## config.mk

```make
export PLATFORM = sky130hd
export DESIGN_NAME = micro_sequencer_flat
export DESIGN_NICKNAME = d
export VERILOG_FILES = /design/src/rtl/micro_sequencer_if.sv /design/src/rtl/micro_sequencer.sv /design/src/flat_wrapper.sv
export SDC_FILE = /design/constraint.sdc
export NUM_CORES = 2
export LEC_CHECK = 0
export CAP_MARGIN = 20
export CORE_ASPECT_RATIO = 1.1
export CORE_MARGIN = 1
export CORE_UTILIZATION = 55
export CTS_BUF_LIST = sky130_fd_sc_hd__clkbuf_8
export DETAILED_ROUTE_END_ITERATION = 12
export GPL_TIMING_DRIVEN = 0
export PLACE_DENSITY = 0.7
export SLEW_MARGIN = 15
export SYNTH_ARGS = -nofsm -noshare
export SYNTH_HDL_FRONTEND = slang
export SYNTH_SLANG_ARGS = --single-unit
```

## constraint.sdc

```tcl
create_clock -name clk -period 8.2 [get_ports clk]
set_input_delay 1.64 -clock clk [delete_from_list [all_inputs] [get_ports clk]]
set_output_delay 1.64 -clock clk [all_outputs]
set_load 0.01 [all_outputs]
```

## src/rtl/micro_sequencer_if.sv

```systemverilog
// Control interface between the control-store ROM word / IR / map loader and the micro
// sequencer.
//   master: drives the micro-op fields, opcode, flags, resume and map-load strobes;
//           observes rom_addr, halted, illegal_op, stack_err and sp.
//   slave:  the sequencer side (directions mirrored).
interface micro_sequencer_if #(
  parameter int unsigned AW     = 8,
  parameter int unsigned OPW    = 8,
  parameter int unsigned NFLAG  = 4,
  parameter int unsigned SDEPTH = 4
) ();
  // A single-flag build still carries a 1-bit select, which must be driven to 0.
  localparam int unsigned CSW = (NFLAG > 1) ? $clog2(NFLAG) : 1;
  localparam int unsigned SPW = $clog2(SDEPTH + 1);

  logic [OPW-1:0]   ir_op;
  logic [NFLAG-1:0] flags;
  logic             uc_inc;
  logic             uc_fetch;
  logic             uc_disp;
  logic             uc_br;
  logic             uc_call;
  logic             uc_ret;
  logic             uc_halt;
  logic [AW-1:0]    uc_tgt;
  logic [CSW-1:0]   uc_csel;
  logic             uc_cinv;
  logic             resume;
  logic             map_we;
  logic [OPW-1:0]   map_addr;
  logic [AW-1:0]    map_data;
  logic             map_clr;
  logic [AW-1:0]    rom_addr;
  logic             halted;
  logic             illegal_op;
  logic             stack_err;
  logic [SPW-1:0]   sp;

  modport master (
    output ir_op, flags, uc_inc, uc_fetch, uc_disp, uc_br, uc_call, uc_ret, uc_halt,
           uc_tgt, uc_csel, uc_cinv, resume, map_we, map_addr, map_data, map_clr,
    input  rom_addr, halted, illegal_op, stack_err, sp
  );

  modport slave (
    input  ir_op, flags, uc_inc, uc_fetch, uc_disp, uc_br, uc_call, uc_ret, uc_halt,
           uc_tgt, uc_csel, uc_cinv, resume, map_we, map_addr, map_data, map_clr,
    output rom_addr, halted, illegal_op, stack_err, sp
  );
endinterface

```

## src/rtl/micro_sequencer.sv

```systemverilog
// Microprogram sequencer: produces the registered control-store address each cycle.
// Supports increment, fetch, opcode dispatch through a runtime-loadable map with valid bits,
// flag-selected conditional branches, a call/return stack, halt/resume and a trap path.
// Ports:
//   clk    - rising-edge clock
//   rst_n  - synchronous active-low reset
//   bus_io - micro_sequencer_if slave: micro-op inputs, map loader, status outputs
module micro_sequencer #(
  parameter int unsigned   AW        = 8,
  parameter int unsigned   OPW       = 8,
  parameter int unsigned   NFLAG     = 4,
  parameter int unsigned   SDEPTH    = 4,
  parameter logic [AW-1:0] TRAP_ADDR = '1
) (
  input logic              clk,
  input logic              rst_n,
  micro_sequencer_if.slave bus_io
);
  localparam int unsigned CSW  = (NFLAG > 1) ? $clog2(NFLAG) : 1;
  localparam int unsigned NFE  = 2 ** CSW;
  localparam int unsigned SPW  = $clog2(SDEPTH + 1);
  localparam int unsigned SIW  = (SDEPTH > 1) ? $clog2(SDEPTH) : 1;
  localparam int unsigned NMAP = 2 ** OPW;

  typedef enum logic [0:0] {StRun, StHalted} state_e;

  state_e          state_q;
  logic [AW-1:0]   ca_q;
  logic [SPW-1:0]  sp_q;
  logic            illegal_q;
  logic            stack_err_q;
  logic [NMAP-1:0] valid_q;
  logic [AW-1:0]   map_q   [NMAP];
  logic [AW-1:0]   stack_q [SDEPTH];

  logic [AW-1:0]  ca_inc;
  logic [NFE-1:0] flags_ext;
  logic           br_taken;
  logic [SIW-1:0] push_idx;
  logic [SIW-1:0] pop_idx;
  logic           can_push;
  logic           can_pop;

  assign ca_inc    = ca_q + AW'(1);
  // Zero-extend so selects beyond the last real flag read as 0.
  assign flags_ext = NFE'(bus_io.flags);
  assign br_taken  = flags_ext[bus_io.uc_csel] ^ bus_io.uc_cinv;
  assign push_idx  = SIW'(sp_q);
  assign pop_idx   = SIW'(sp_q - SPW'(1));
  assign can_push  = sp_q < SPW'(SDEPTH);
  assign can_pop   = sp_q != '0;

  always_ff @(posedge clk) begin
    if (!rst_n) begin
      state_q     <= StRun;
      ca_q        <= '0;
      sp_q        <= '0;
      illegal_q   <= 1'b0;
      stack_err_q <= 1'b0;
      valid_q     <= '0;
    end else begin
      // Valid bits update in any state; a same-edge write survives a clear.
      if (bus_io.map_clr) valid_q <= '0;
      if (bus_io.map_we)  valid_q[bus_io.map_addr] <= 1'b1;

      unique case (state_q)
        StRun: begin
          if (bus_io.uc_halt) begin
            state_q <= StHalted;
          end else if (bus_io.uc_fetch) begin
            ca_q <= '0;
          end else if (bus_io.uc_ret) begin
            if (can_pop) begin
              ca_q <= stack_q[pop_idx];
              sp_q <= sp_q - SPW'(1);
            end else begin
              ca_q        <= TRAP_ADDR;
              stack_err_q <= 1'b1;
            end
          end else if (bus_io.uc_call) begin
            if (can_push) begin
              stack_q[push_idx] <= ca_inc;
              sp_q              <= sp_q + SPW'(1);
              ca_q              <= bus_io.uc_tgt;
            end else begin
              ca_q        <= TRAP_ADDR;
              stack_err_q <= 1'b1;
            end
          end else if (bus_io.uc_disp) begin
            // Reads the pre-edge map, so a same-edge reload is not yet visible.
            if (valid_q[bus_io.ir_op]) begin
              ca_q <= map_q[bus_io.ir_op];
            end else begin
              ca_q      <= TRAP_ADDR;
              illegal_q <= 1'b1;
            end
          end else if (bus_io.uc_br) begin
            ca_q <= br_taken ? bus_io.uc_tgt : ca_inc;
          end else if (bus_io.uc_inc) begin
            ca_q <= ca_inc;
          end
        end
        StHalted: begin
          if (bus_io.resume) begin
            state_q <= StRun;
            ca_q    <= ca_inc;
          end
        end
        default: state_q <= StRun;
      endcase
    end
  end

  // Map data needs no reset; the valid bits gate its use.
  always_ff @(posedge clk) begin
    if (rst_n && bus_io.map_we) map_q[bus_io.map_addr] <= bus_io.map_data;
  end

  assign bus_io.rom_addr   = ca_q;
  assign bus_io.halted     = (state_q == StHalted);
  assign bus_io.illegal_op = illegal_q;
  assign bus_io.stack_err  = stack_err_q;
  assign bus_io.sp         = sp_q;
endmodule

```

## src/flat_wrapper.sv

```systemverilog
// flat-port wrapper written by rule: the top's interface ports become plain ports
module micro_sequencer_flat 
#(
  parameter int unsigned   AW        = 8,
  parameter int unsigned   OPW       = 8,
  parameter int unsigned   NFLAG     = 4,
  parameter int unsigned   SDEPTH    = 4,
  parameter logic [AW-1:0] TRAP_ADDR = '1
)
  (clk, rst_n, bus_io_ir_op, bus_io_flags, bus_io_uc_inc, bus_io_uc_fetch, bus_io_uc_disp, bus_io_uc_br, bus_io_uc_call, bus_io_uc_ret, bus_io_uc_halt, bus_io_uc_tgt, bus_io_uc_csel, bus_io_uc_cinv, bus_io_resume, bus_io_map_we, bus_io_map_addr, bus_io_map_data, bus_io_map_clr, bus_io_rom_addr, bus_io_halted, bus_io_illegal_op, bus_io_stack_err, bus_io_sp);
  micro_sequencer_if #(.AW(AW), .OPW(OPW), .NFLAG(NFLAG), .SDEPTH(SDEPTH)) bus_io_i ();
  input logic clk;
  input logic rst_n;
  input wire logic [$bits(bus_io_i.ir_op)-1:0] bus_io_ir_op;
  input wire logic [$bits(bus_io_i.flags)-1:0] bus_io_flags;
  input wire logic [$bits(bus_io_i.uc_inc)-1:0] bus_io_uc_inc;
  input wire logic [$bits(bus_io_i.uc_fetch)-1:0] bus_io_uc_fetch;
  input wire logic [$bits(bus_io_i.uc_disp)-1:0] bus_io_uc_disp;
  input wire logic [$bits(bus_io_i.uc_br)-1:0] bus_io_uc_br;
  input wire logic [$bits(bus_io_i.uc_call)-1:0] bus_io_uc_call;
  input wire logic [$bits(bus_io_i.uc_ret)-1:0] bus_io_uc_ret;
  input wire logic [$bits(bus_io_i.uc_halt)-1:0] bus_io_uc_halt;
  input wire logic [$bits(bus_io_i.uc_tgt)-1:0] bus_io_uc_tgt;
  input wire logic [$bits(bus_io_i.uc_csel)-1:0] bus_io_uc_csel;
  input wire logic [$bits(bus_io_i.uc_cinv)-1:0] bus_io_uc_cinv;
  input wire logic [$bits(bus_io_i.resume)-1:0] bus_io_resume;
  input wire logic [$bits(bus_io_i.map_we)-1:0] bus_io_map_we;
  input wire logic [$bits(bus_io_i.map_addr)-1:0] bus_io_map_addr;
  input wire logic [$bits(bus_io_i.map_data)-1:0] bus_io_map_data;
  input wire logic [$bits(bus_io_i.map_clr)-1:0] bus_io_map_clr;
  output wire logic [$bits(bus_io_i.rom_addr)-1:0] bus_io_rom_addr;
  output wire logic [$bits(bus_io_i.halted)-1:0] bus_io_halted;
  output wire logic [$bits(bus_io_i.illegal_op)-1:0] bus_io_illegal_op;
  output wire logic [$bits(bus_io_i.stack_err)-1:0] bus_io_stack_err;
  output wire logic [$bits(bus_io_i.sp)-1:0] bus_io_sp;
  assign bus_io_i.ir_op = bus_io_ir_op;
  assign bus_io_i.flags = bus_io_flags;
  assign bus_io_i.uc_inc = bus_io_uc_inc;
  assign bus_io_i.uc_fetch = bus_io_uc_fetch;
  assign bus_io_i.uc_disp = bus_io_uc_disp;
  assign bus_io_i.uc_br = bus_io_uc_br;
  assign bus_io_i.uc_call = bus_io_uc_call;
  assign bus_io_i.uc_ret = bus_io_uc_ret;
  assign bus_io_i.uc_halt = bus_io_uc_halt;
  assign bus_io_i.uc_tgt = bus_io_uc_tgt;
  assign bus_io_i.uc_csel = bus_io_uc_csel;
  assign bus_io_i.uc_cinv = bus_io_uc_cinv;
  assign bus_io_i.resume = bus_io_resume;
  assign bus_io_i.map_we = bus_io_map_we;
  assign bus_io_i.map_addr = bus_io_map_addr;
  assign bus_io_i.map_data = bus_io_map_data;
  assign bus_io_i.map_clr = bus_io_map_clr;
  assign bus_io_rom_addr = bus_io_i.rom_addr;
  assign bus_io_halted = bus_io_i.halted;
  assign bus_io_illegal_op = bus_io_i.illegal_op;
  assign bus_io_stack_err = bus_io_i.stack_err;
  assign bus_io_sp = bus_io_i.sp;
  micro_sequencer #(.AW(AW), .OPW(OPW), .NFLAG(NFLAG), .SDEPTH(SDEPTH), .TRAP_ADDR(TRAP_ADDR)) u_core (.clk(clk), .rst_n(rst_n), .bus_io(bus_io_i));
endmodule
```

-- Word-level counts from Yosys, hierarchy flattened
Memory sizes are Yosys's and may differ from the RTL's.
Index checks and enable logic that the tools add are counted.
- $add $sub $neg: 3
- magnitude comparators: 5
- equality and inequality tests: 6
- mux-type cells: 43
- bitwise gates (word level): 8
- reductions and logical operators: 9
- operator list (cell ; count):
    $mux W256 ; 3
    $or A256 B256 Y256 ; 1
    $mux W8 ; 12
    $mux W1 ; 19
    $lt A8 B9 Y1 const B ; 2
    $pmux W8 S2 ; 1
    $mux W3 ; 4
    $reduce_and A6 Y1 ; 2
    $add A8 B1 Y8 const B ; 1
    $bmux W1 S8 ; 1
    $demux W1 S8 ; 1
    $ge A8 B1 Y1 const B ; 1
    $ne A2 B2 Y1 const B ; 4
    $ne A7 B7 Y1 const B ; 1
    $reduce_and A7 Y1 ; 1
    $not A1 Y1 ; 6
    $reduce_bool A2 Y1 ; 2
    $add A3 B1 Y3 const B ; 1
    $lt A2 B3 Y1 const B ; 1
    $lt A3 B3 Y1 const B ; 1
    $reduce_and A3 Y1 ; 1
    $reduce_bool A3 Y1 ; 1
    $sub A3 B1 Y3 const B ; 1
    $bmux W1 S2 ; 1
    4 further kinds ; 5
- bits in registers: 270
- RAM bits: 2080
- input bits: 51
- word-level logic and storage cells: 82
- memories: 2
- memory list (name ; depth ; bits a word ; rd ports ; clocked after memory_dff ; wr ports ; RTL line ; text):
    u_core.map_q ; 256 ; 8 ; 1 ; 0 ; 1 ; micro_sequencer.sv:33 ; logic [AW-1:0] map_q [NMAP];
    u_core.stack_q ; 4 ; 8 ; 1 ; 0 ; 1 ; micro_sequencer.sv:34 ; logic [AW-1:0] stack_q [SDEPTH];

-- Logic depth before layout (Yosys ltp)
- word-level depth: 11
- mapped depth: 14
- mapped depth without buffers: 10

-- Worst setup path before layout
No wires, ideal clock.
- path type: input-to-reg
- from: input port bus_io_ir_op[0]
- to: register u_core.ca_q[0] (netlist: u_core.bus_io.rom_addr[0])
- arrival time: 3.987 ns
- setup slack: 4.093 ns
- stages on the path: 11
- buffers on the path: 5
- cells stage by stage: buf_6 > buf_6 > buf_4 > buf_2 > buf_4 > mux4_2 > a22oi_1 > a21oi_1 > nor4_1 > nor3_1 > o31a_1
- cells in the longest elaborated chain, start to end: 9
- elaborated cells between the ends (all ways): 10
- RTL lines (what ; RTL line ; text):
    from (decl) ; flat_wrapper.sv:14 ; input wire logic [$bits(bus_io_i.ir_op)-1:0] bus_io_ir_op;
    $bmux W1 S8 ; micro_sequencer.sv:91 ; if (valid_q[bus_io.ir_op]) begin
    $mux W1 (implied by the code) ; micro_sequencer.sv:91 ;
    $mux W8 * ; micro_sequencer.sv:91 ;
    $mux W8 * ; micro_sequencer.sv:89 ; end else if (bus_io.uc_disp) begin
    $mux W8 * ; micro_sequencer.sv:80 ; end else if (bus_io.uc_call) begin
    $mux W8 * ; micro_sequencer.sv:72 ; end else if (bus_io.uc_ret) begin
    $mux W8 * ; micro_sequencer.sv:70 ; end else if (bus_io.uc_fetch) begin
    $mux W8 * ; micro_sequencer.sv:68 ; if (bus_io.uc_halt) begin
    $pmux W8 S2 * ; micro_sequencer.sv:66 ; unique case (state_q)
    to (signal assigned) ; micro_sequencer.sv:74 ; ca_q <= stack_q[pop_idx];
    to (signal assigned) ; micro_sequencer.sv:84 ; ca_q <= bus_io.uc_tgt;
    to (signal assigned) ; micro_sequencer.sv:92 ; ca_q <= map_q[bus_io.ir_op];
    to (decl) ; micro_sequencer.sv:28 ; logic [AW-1:0] ca_q;
Every way passes the cells marked *; elsewhere a longest branch is shown, timed or not. The select of a mux whose other input is x is not followed.
A chain may end at the register's enable or synchronous reset.

-- Worst setup path in the final report
- from: input port bus_io_ir_op[3]
- to: register u_core.ca_q[0] (netlist: u_core.bus_io.rom_addr[0])
The elaborated chain is that of the path after synthesis.

==> out/summary.txt <==
Status = completed
Post-synth net total = 4585
DR DRC count = 0
Final setup margin = 1.49 ns
Critical Path RT = 9.21 ns
Dominant cell type by area after synthesis = edfxtp_1
Die Span Y = 428 um
F_max = 149 MHz
Count of cell types in the netlist = 68
Grt ovf = 0
Vias = 53315
Root buf cell = clkbuf_8
Number of flops mapped to enable cells by yosys = 2080
Design area = 102000 um2
First-pass GRT wire length = 425 mm
Final layout net count = 5098
Antenna-violating nets left = 0
# Post-CTS Setup Buffers = 0
Fin. Hold Viols = 0
Worst-path clk slew = 0.06 ns
Pre-CTS WS = 0.836 ns
I/O pins = 65
Total Routed Length = 324 mm
Critical path class = in2reg
Top cell type's share of synthesized area = 0.690
Reg-to-Reg Start = u_core.map_q[90][4]
Reg power frac = 0.547
Initial drt markers = 9886
Core Region = 163000 um2
Internal = 18100 uW
Asr flop ratio synth = 0
Skew-Pair Late Insertion Delay = 1.11 ns
Largest cells by area after synthesis = edfxtp_1 69%, mux4_2 14%, dfxtp_1 6.0%
Final period util = 0.818
Least-Margin Pin Slew = 1.31 ns
Clock share of power = 0.386
DR WL/cell = 43.5 um
Initial antenna violation count = 20
Layout fillers = 11389
# setup viols final = 0
Total power = 23900 uW
PostCTS Resize Cnt = 0
Max_slew headroom = 0.121
Syn Std Cell Area = 90500 um2
Pwr Density = 235 nW/um2
DR pass1 iterations = 6
Metal3 WL = 51.6 mm
Critical path data arrival time = 7.72 ns
Uppermost layer routed = met5
Sequential fraction of the synthesis area = 0.750
Switch share = 0.242
CP Launch Type = input pin
Largest net degree at the start of global routing = 154
WL met2 = 140 mm
Hold buffer count at CTS = 0
Port Buffer Count = 58
Logic pwr share = 0.068
RSZ-0062 raised after global routing = false
Hold Path Class = reg2reg
Met1 wire length = 105 mm
Overall die area = 166000 um2
CP endpoint kind = flip-flop
Top_reg_cell synth = edfxtp_1
Starting density of the core = 0.556
Ratio of cells with drive above 1 in the final layout = 0.245
Min-delay src = u_core.valid_q[30]
Worst-path fanout max = 10
CTS sink cnt = 2350
P&R area growth vs syn = 12.3%
Total CTS buffers = 371
#FFs+latches synth = 2350
Die Wd = 389 um
H-tree depth = 5
Final Instance Count excl. Fillers = 7448
Ys Warns = 0
Mapped Avg Cell Area = 20.0 um2
Psw = 5770 uW
CTS tree = yes
CTS Buffer Depth = 4
Max Slew Vio Count = 0
Most common cell after layout, fill and taps aside = edfxtp_1
Total track usage = 0.390
VDD IR max = 166 uV
Via-to-Cell Ratio = 7.16
Vias in the first global route = 50180
Max-cap violations = 0
Setup Skew = 0.0863 ns
Area after DPL = 94800 um2
Synth Instances = 4528
Crit path from = bus_io_ir_op[3]
HPWL after DPL = 215 mm
Most frequent cells in the layout = 2080 x edfxtp_1, 581 x mux4_2, 398 x clkbuf_8, 305 x nor2_1, 270 x dfxtp_1
Fin crit period = 6.71 ns
Row count = 155
Placed cells = 6758
Leak = 0.0349 uW
Gpl congestion = 1.04
==> cell usage after synthesis, types with 11 or more instances <==
cell and number:
edfxtp_1 2080, mux4_2 581, nor2_1 318, dfxtp_1 270, a21o_1 258, a22oi_1 160, clkbuf_1 145, a21oi_1 90
nand2_1 87, mux2i_1 58, buf_2 53, nand3_1 42, buf_4 38, a22o_1 29, a221oi_1 28, buf_6 25
nor2b_1 25, o22ai_1 22, nor3_1 19, a31oi_1 16, buf_1 16, o21ai_0 16, nand2b_1 14, a211oi_1 11
nor4_1 11
==> cells by family after synthesis <==
| logic type | count (synthesis) | share of synthesized area |
|---|---|---|
| AOI/OAI and AO/OA | 680 | 0.0541 |
| xor gates and xnor gates | 9 | 0.000871 |
| adders and majority gates | 6 | 0.000829 |
| buffers and inverters | 288 | 0.0165 |
| DFF | 2350 | 0.750 |
| muxes | 647 | 0.152 |
| and+or+nand+nor | 548 | 0.0262 |
==> critical path, cell delays in order <==
cell	delay, ns
clkdlybuf4s50_1	0.86
clkbuf_1	0.71
buf_1	0.81
clkbuf_1	0.54
buf_6	0.27
clkbuf_1	0.80
o21ai_1	0.39
a211oi_1	0.98
nor3_1	0.28
o31a_1	0.35
==> power by group through the flow <==
stage / clock, uW / combinational [uW] / sequential (uW)
final: 9200 / 1610 / 13000
after global routing: 9620 / 1590 / 13000
after CTS: 9130 / 1530 / 13000
after detailed placement: 0 / 1520 / 13300
after global placement: 0 / 1470 / 13400
after floorplan: 0 / 655 / 13300
==> layout make-up <==
class / instances / area (um2) / area share
repair buffers: 140 / 1780 / 0.0175
clock inverters: 247 / 1120 / 0.0110
plain buffers: 279 / 1520 / 0.0149
well taps: 2119 / 2650 / 0.0261
clock buffers: 398 / 5480 / 0.0539
diodes: 16 / 40.0 / 0.000394
inverters: 9 / 33.8 / 0.000332
flip-flops and latches: 2350 / 67900 / 0.667
multi-input cells: 1890 / 21200 / 0.209
==> metrics by stage <==
stage	hold slack (ns)	utilization	setup TNS, ns
after CTS	0.447	0.623	0
final	0.449	0.624	0
after global routing	0.462	0.624	0
after global placement	0.427	0.576	-3023.81
after floorplan	0.419	-	0
after detailed placement	0.432	0.582	0
==> state kept, by name, summed over array words and instances, names as in the netlist <==
register and count:
u_core.map_q 2048, u_core.valid_q 256, u_core.stack_q 32, u_core.bus_io.rom_addr 8, u_core.bus_io.sp 3, u_core.bus_io.halted 1
u_core.bus_io.illegal_op 1, u_core.bus_io.stack_err 1
==> worst paths after layout <==
| path | to | slack [ns] | cells past startpoint |
|---|---|---|---|
| worst max-delay path | u_core.bus_io.rom_addr[0] | 1.49 | 10 |
| worst min-delay path | u_core.valid_q[30] | 0.45 | 1 |
| worst min register to register | u_core.valid_q[30] | 0.45 | 1 |
| worst max register to register | u_core.bus_io.rom_addr[4] | 4.31 | 8 |
==> per-layer routing <==
| metal | vias to the layer above | global-route usage |
|---|---|---|
| met2 | 4999 | 0.562 |
| met5 | - | 0.00597 |
| met3 | 1088 | 0.156 |
| met4 | 16 | 0.278 |
| li1 | 19795 | - |
| met1 | 27417 | 0.483 |
(Power assumes the default switching activity.)
